[src/rtl/traffic_phase_scheduler.sv]
// Demand-actuated two-way intersection phase scheduler with min/gap/max green limits.
// Define TRAFFIC_PED_PHASE_EN to compile in the pedestrian WALK phase.
module traffic_phase_scheduler #(
   parameter int unsigned MIN_GREEN     = 10,
   parameter int unsigned MAX_GREEN     = 30,
   parameter int unsigned GAP_CYCLES    = 4,
   parameter int unsigned YELLOW_CYCLES = 5,
   parameter int unsigned ALLRED_CYCLES = 3,
   parameter int unsigned WALK_CYCLES   = 8,
   parameter int unsigned CNT_W         = 8
) (
   input  logic       clk,
   input  logic       rst,
   input  logic       ns_sense,
   input  logic       ew_sense,
   input  logic       ped_req,
   output logic [2:0] ns_light,
   output logic [2:0] ew_light,
   output logic       walk,
   output logic [2:0] phase
);

   if (MIN_GREEN < 1 || MIN_GREEN > MAX_GREEN || GAP_CYCLES < 1 || YELLOW_CYCLES < 1 ||
       ALLRED_CYCLES < 1 || WALK_CYCLES < 1) begin : g_bad_timing
      $error("traffic_phase_scheduler: illegal timing parameters");
   end
   if (CNT_W < 1 || CNT_W > 31 || MAX_GREEN >= (32'd1 << CNT_W)) begin : g_bad_width
      $error("traffic_phase_scheduler: CNT_W cannot hold MAX_GREEN");
   end

   localparam logic [CNT_W-1:0] MinLast    = CNT_W'(MIN_GREEN - 1);
   localparam logic [CNT_W-1:0] MaxLast    = CNT_W'(MAX_GREEN - 1);
   localparam logic [CNT_W-1:0] GapFull    = CNT_W'(GAP_CYCLES);
   localparam logic [CNT_W-1:0] YellowLast = CNT_W'(YELLOW_CYCLES - 1);
   localparam logic [CNT_W-1:0] AllredLast = CNT_W'(ALLRED_CYCLES - 1);

   typedef enum logic [2:0] {
      StAllred   = 3'd0,
      StNsGreen  = 3'd1,
      StNsYellow = 3'd2,
      StEwGreen  = 3'd3,
`ifdef TRAFFIC_PED_PHASE_EN
      StEwYellow = 3'd4,
      StWalk     = 3'd5
`else
      StEwYellow = 3'd4
`endif
   } state_e;

   state_e           state_q, state_d;
   logic [CNT_W-1:0] tmr_q, tmr_d;
   logic [CNT_W-1:0] gap_q, gap_d;
   logic             next_dir_q, next_dir_d;
   logic             ns_call_q, ns_call_d;
   logic             ew_call_q, ew_call_d;
   logic             ped_call;
   logic             walk_go;
   logic             in_green, own_sense, opp_call, green_done, entering;

   always_comb begin
      in_green   = (state_q == StNsGreen) || (state_q == StEwGreen);
      own_sense  = (state_q == StNsGreen) ? ns_sense : ew_sense;
      opp_call   = (state_q == StNsGreen) ? ew_call_q : ns_call_q;
      // Only opposing or pedestrian demand may end a green; otherwise it rests.
      green_done = (tmr_q >= MinLast) && (opp_call || ped_call) &&
                   ((gap_q == GapFull) || (tmr_q == MaxLast));

      state_d = state_q;
      case (state_q)
         StAllred: begin
            if (tmr_q == AllredLast) begin
`ifdef TRAFFIC_PED_PHASE_EN
               if (walk_go) state_d = StWalk;
               else         state_d = next_dir_q ? StEwGreen : StNsGreen;
`else
               state_d = next_dir_q ? StEwGreen : StNsGreen;
`endif
            end
         end
         StNsGreen:  if (green_done) state_d = StNsYellow;
         StNsYellow: if (tmr_q == YellowLast) state_d = StAllred;
         StEwGreen:  if (green_done) state_d = StEwYellow;
         StEwYellow: if (tmr_q == YellowLast) state_d = StAllred;
`ifdef TRAFFIC_PED_PHASE_EN
         // Both directions are already red, so WALK hands straight over to a green.
         StWalk: begin
            if (tmr_q == CNT_W'(WALK_CYCLES - 1)) begin
               state_d = next_dir_q ? StEwGreen : StNsGreen;
            end
         end
`endif
         default: state_d = StAllred;
      endcase
   end

   always_comb begin
      entering = (state_d != state_q);

      tmr_d = tmr_q + 1'b1;
      if (entering) tmr_d = '0;
      else if (in_green && (tmr_q == MaxLast)) tmr_d = tmr_q;

      gap_d = '0;
      if (in_green && !entering && !own_sense) begin
         gap_d = (gap_q == GapFull) ? gap_q : gap_q + 1'b1;
      end

      next_dir_d = next_dir_q;
      if (entering && (state_d == StNsGreen)) next_dir_d = 1'b1;
      if (entering && (state_d == StEwGreen)) next_dir_d = 1'b0;

      // A set in the same cycle as the clear wins.
      ns_call_d = ns_call_q;
      if (ns_sense && (state_q != StNsGreen))      ns_call_d = 1'b1;
      else if (entering && (state_d == StNsGreen)) ns_call_d = 1'b0;

      ew_call_d = ew_call_q;
      if (ew_sense && (state_q != StEwGreen))      ew_call_d = 1'b1;
      else if (entering && (state_d == StEwGreen)) ew_call_d = 1'b0;
   end

   always_ff @(posedge clk) begin
      if (rst) begin
         state_q    <= StAllred;
         tmr_q      <= '0;
         gap_q      <= '0;
         next_dir_q <= 1'b0;
         ns_call_q  <= 1'b0;
         ew_call_q  <= 1'b0;
      end else begin
         state_q    <= state_d;
         tmr_q      <= tmr_d;
         gap_q      <= gap_d;
         next_dir_q <= next_dir_d;
         ns_call_q  <= ns_call_d;
         ew_call_q  <= ew_call_d;
      end
   end

`ifdef TRAFFIC_PED_PHASE_EN
   logic ped_call_q, ped_call_d;
   logic prev_yellow_q, prev_yellow_d;

   always_comb begin
      ped_call_d = ped_call_q;
      if (ped_req)                              ped_call_d = 1'b1;
      else if (entering && (state_d == StWalk)) ped_call_d = 1'b0;

      // WALK is only granted from an all-red that followed a yellow, never out of reset.
      prev_yellow_d = prev_yellow_q;
      if (entering) prev_yellow_d = (state_q == StNsYellow) || (state_q == StEwYellow);
   end

   always_ff @(posedge clk) begin
      if (rst) begin
         ped_call_q    <= 1'b0;
         prev_yellow_q <= 1'b0;
      end else begin
         ped_call_q    <= ped_call_d;
         prev_yellow_q <= prev_yellow_d;
      end
   end

   assign ped_call = ped_call_q;
   assign walk_go  = ped_call_q && prev_yellow_q;
`else
   logic unused_ped_req;
   assign unused_ped_req = ped_req;
   assign ped_call       = 1'b0;
   assign walk_go        = 1'b0;
`endif

   always_comb begin
      ns_light = 3'b100;
      ew_light = 3'b100;
      walk     = 1'b0;
      case (state_q)
         StNsGreen:  ns_light = 3'b001;
         StNsYellow: ns_light = 3'b010;
         StEwGreen:  ew_light = 3'b001;
         StEwYellow: ew_light = 3'b010;
`ifdef TRAFFIC_PED_PHASE_EN
         StWalk:     walk     = 1'b1;
`endif
         default: ;
      endcase
   end

   assign phase = state_q;

endmodule

[config.mk]
export PLATFORM = sky130hd
export DESIGN_NAME = traffic_phase_scheduler
export DESIGN_NICKNAME = d
export VERILOG_FILES = /design/src/rtl/traffic_phase_scheduler.sv
export SDC_FILE = /design/constraint.sdc
export NUM_CORES = 1
export LEC_CHECK = 0
export CAP_MARGIN = 10
export CELL_PAD_IN_SITES_DETAIL_PLACEMENT = 0
export CELL_PAD_IN_SITES_GLOBAL_PLACEMENT = 1
export CORE_UTILIZATION = 41
export CTS_CLUSTER_DIAMETER = 60
export DETAILED_ROUTE_END_ITERATION = 6
export GPL_ROUTABILITY_DRIVEN = 0
export HOLD_SLACK_MARGIN = 0.12
export PLACE_DENSITY_LB_ADDON = 0.1
export SLEW_MARGIN = 40
export SYNTH_ARGS = -nofsm -noshare
export SYNTH_HDL_FRONTEND = slang
export SYNTH_SLANG_ARGS = --single-unit
[constraint.sdc]
create_clock -name clk -period 2.4 [get_ports clk]
set_clock_uncertainty 0.2 [all_clocks]
set_input_delay 0.36 -clock clk [delete_from_list [all_inputs] [get_ports clk]]
set_output_delay 0.36 -clock clk [all_outputs]
set_load 0.01 [all_outputs]
==> flow_summary.ini <==
[outcome]
status = complete, no violations

[drt]
detailroute.via_count = 1086
totalWireLength_um = 2620
remaining_drc_errors = 0
drt-wirelength-per-cell_um = 12.4
drtIter0Drc = 65
first_pass_iters = 4
drt-vias-per-instance = 5.15
postRouteAntennaNets = 0

[grt]
grt_max_degree = 13
antenna_found_initial = 0
grt_pass1_vias = 1009
grt_pass1_wl_um = 4400
grtUsageTotal_pct = 16.6
overflow = 0

[critical_path]
cp_slowest_stage_delay_ns = 0.59
crit_family = buffers and inverters
endpoint = ns_light[0]
path_cells = nand2b_2 -> nor2_1 -> clkdlybuf4s50_1
rr_worst_depth = 8
cp.required_ns = 1.84
startpoint = phase[2]
crit_fanout = 7
crit_type = flip-flop to output port
r2r_end = ns_call_q
reg2reg_from = tmr_q[1]
path_buf_inv = 1
cp-end-kind = output port
slowest_stage = clkdlybuf4s50_1
cp.depth = 3
arrival_ns = 1.73
rrSetupSlack_ns = 0.19
critPathLaunchType = flip-flop

[timing]
finalSetupViolations = 0
relSlewSlack_pct = 66.2
rsz0062_at_grt = false
setup_slack_ns = 0.106
whs_ns = 0.340
slew_violations = 0
tightest_slew_ns = 0.506
max_freq_ghz = 0.436
post-route-period-util_pct = 95.6
setup_tns_ns = 0
min_period_ns = 2.29
hold_viol = 0

[place]
hpwlAfterDp_um = 2020
io_buffers = 12
dp.cells = 207
dpl_cell_area_mm2 = 0.00151
pre_cts_slack_ns = 0.144

[yosys]
synth_top_area_share_pct = 32.9
async_flop_share_pct = 0
synth_area_per_cell_um2 = 8.86
synth.area.top_cells = dfxtp_1 33%, nor2_1 6.7%, ha_1 5.6%
ys_seq_elements = 22
syn-cell-area_mm2 = 0.00134
synth_ff_type = dfxtp_1
ys_types = 48
netlist.top_cell.by_area = dfxtp_1
ys_warn_count = 0
syn_nets = 162
seq_area_frac_synth_pct = 32.9
synth_edf_count = 0
synth_cells = 151

[layout]
finish.utilization_pct = 50.9
stdcell_count = 211
area_delta_synth_final_pct = 17.0
drive_gt1_share_pct = 17.4
mostFrequentLayoutCells = 24 x nor2_1, 19 x dfxtp_1, 12 x clkdlybuf4s50_1
n_fill_cell = 315
final_area_mm2 = 0.00157
antennaDiodeCount = 0
final_common_cell = nor2_1
nets = 180

[cts]
clk_path_buf_depth = 2
cts_buffers = 3
cts_root_buf = clkbuf_4
clock-sinks = 22
cts_tree = done
path_clk_slew_ns = 0.12
insertion_delay_ns = 0.30
htreeDepth = 1

[die]
ios = 15
die_h_um = 59.1
fp.dieArea_mm2 = 0.00349
initial_core_util_pct = 43.5
core_area_mm2 = 0.00308
die_w_um = 59.1
num_rows = 20

[power]
switching_share_pct = 36.6
peakVddDrop_uv = 235
clkPwrFrac_pct = 14.5
finalPower_mw = 1.14
power.share.sequential_pct = 41.9
p_leak_nw = 0.573
power_frac_comb_pct = 43.7
power.internal_uw = 721
power_density_mw_per_mm2 = 727
p_switching_uw = 416

[hold_path]
hold_class = flip-flop to flip-flop

[run]
drv_cap = 0
synth_stat cells (2+ instances only):
| master | instances |
|---|---|
| xor2_1 | 7 |
| nand3_1 | 8 |
| o21ai_1 | 2 |
| nand2_1 | 9 |
| nor2_1 | 24 |
| and3_1 | 2 |
| inv_1 | 8 |
| nor3b_1 | 2 |
| and2_1 | 2 |
| nor3_1 | 3 |
| xnor2_1 | 4 |
| a21oi_1 | 7 |
| nor3b_2 | 2 |
| buf_6 | 2 |
| dfxtp_1 | 22 |
| or3_1 | 3 |
| nand4_1 | 5 |
| nand2b_1 | 2 |
| o211ai_1 | 2 |
| ha_1 | 6 |
| nor2b_1 | 2 |
worst register-to-register path, stage by stage (launching register included):
cell and delay, ns:
dfxtp_1 0.40, inv_1 0.09, ha_2 0.20, nor4b_4 0.24, o21ai_2 0.12, and2_1 0.20, a221oi_2 0.28, nor3b_4 0.24
o32ai_1 0.12
layer usage:
layer / up-vias / share of wire, % / GRT usage, % / routed length, µm
li1: 561 / - / - / -
met1: 504 / 48 / 21.7 / 1260
met2: 17 / 48 / 26.6 / 1250
met3: 4 / 2.9 / 2.62 / 77
met4: 0 / 1.2 / 8.16 / 31
met5: - / 0 / 0 / 0
timing repair:
item | 4_1_cts | 5_1_grt
hold buffers | 0 | 0
endpoints found under the setup margin | 1 | 7
pin swaps | 0 | 2
buffers inserted | 0 | 1
resized for setup | 1 | 6
power by group through the flow:
stage	clock (mW)	sequential [mW]	combinational, mW
final	0.164	0.476	0.497
after global routing	0.190	0.486	0.546
after CTS	0.182	0.471	0.470
after detailed placement	0	0.477	0.466
after global placement	0	0.476	0.465
after floorplan	0	0.461	0.337
final cells by class:
class | count | area [µm²] | area share, %
multi-input cells | 116 | 848 | 54.2
flip-flops and latches | 22 | 444 | 28.4
repair buffers | 18 | 165 | 10.6
well taps | 44 | 55.1 | 3.52
inverters | 8 | 30.0 | 1.92
clock buffers | 3 | 22.5 | 1.44
worst min path at each step:
stage / slack [ns] / start / cells after the start / to
2_1_floorplan: 0.23 / rst / 1 / ew_call_q
3_3_place_gp: 0.28 / ns_call_q / 2 / ns_call_q
6_report: 0.34 / ns_call_q / 2 / ns_call_q
3_5_place_dp: 0.31 / ns_call_q / 2 / ns_call_q
4_1_cts: 0.33 / ns_call_q / 2 / ns_call_q
5_1_grt: 0.36 / ns_call_q / 2 / ns_call_q
state kept, by name, indices dropped and copies added (netlist names):
name and count:
gap_q 8, tmr_q 8, phase 3, ew_call_q 1
next_dir_q 1, ns_call_q 1
cell families (layout without fill, tap and decap cells):
kind of cell	Yosys count	in the layout	share of synthesized area, %
AO/OA/AOI/OAI	26	26	17.2
XOR/XNOR	11	11	7.20
adder cells (fa/ha/maj)	6	6	5.61
buffers and inverters	13	29	5.14
flip-flops	22	22	32.9
other	1	1	0.280
AND/OR/NAND/NOR	72	72	31.6
(Power assumes the default switching activity.)
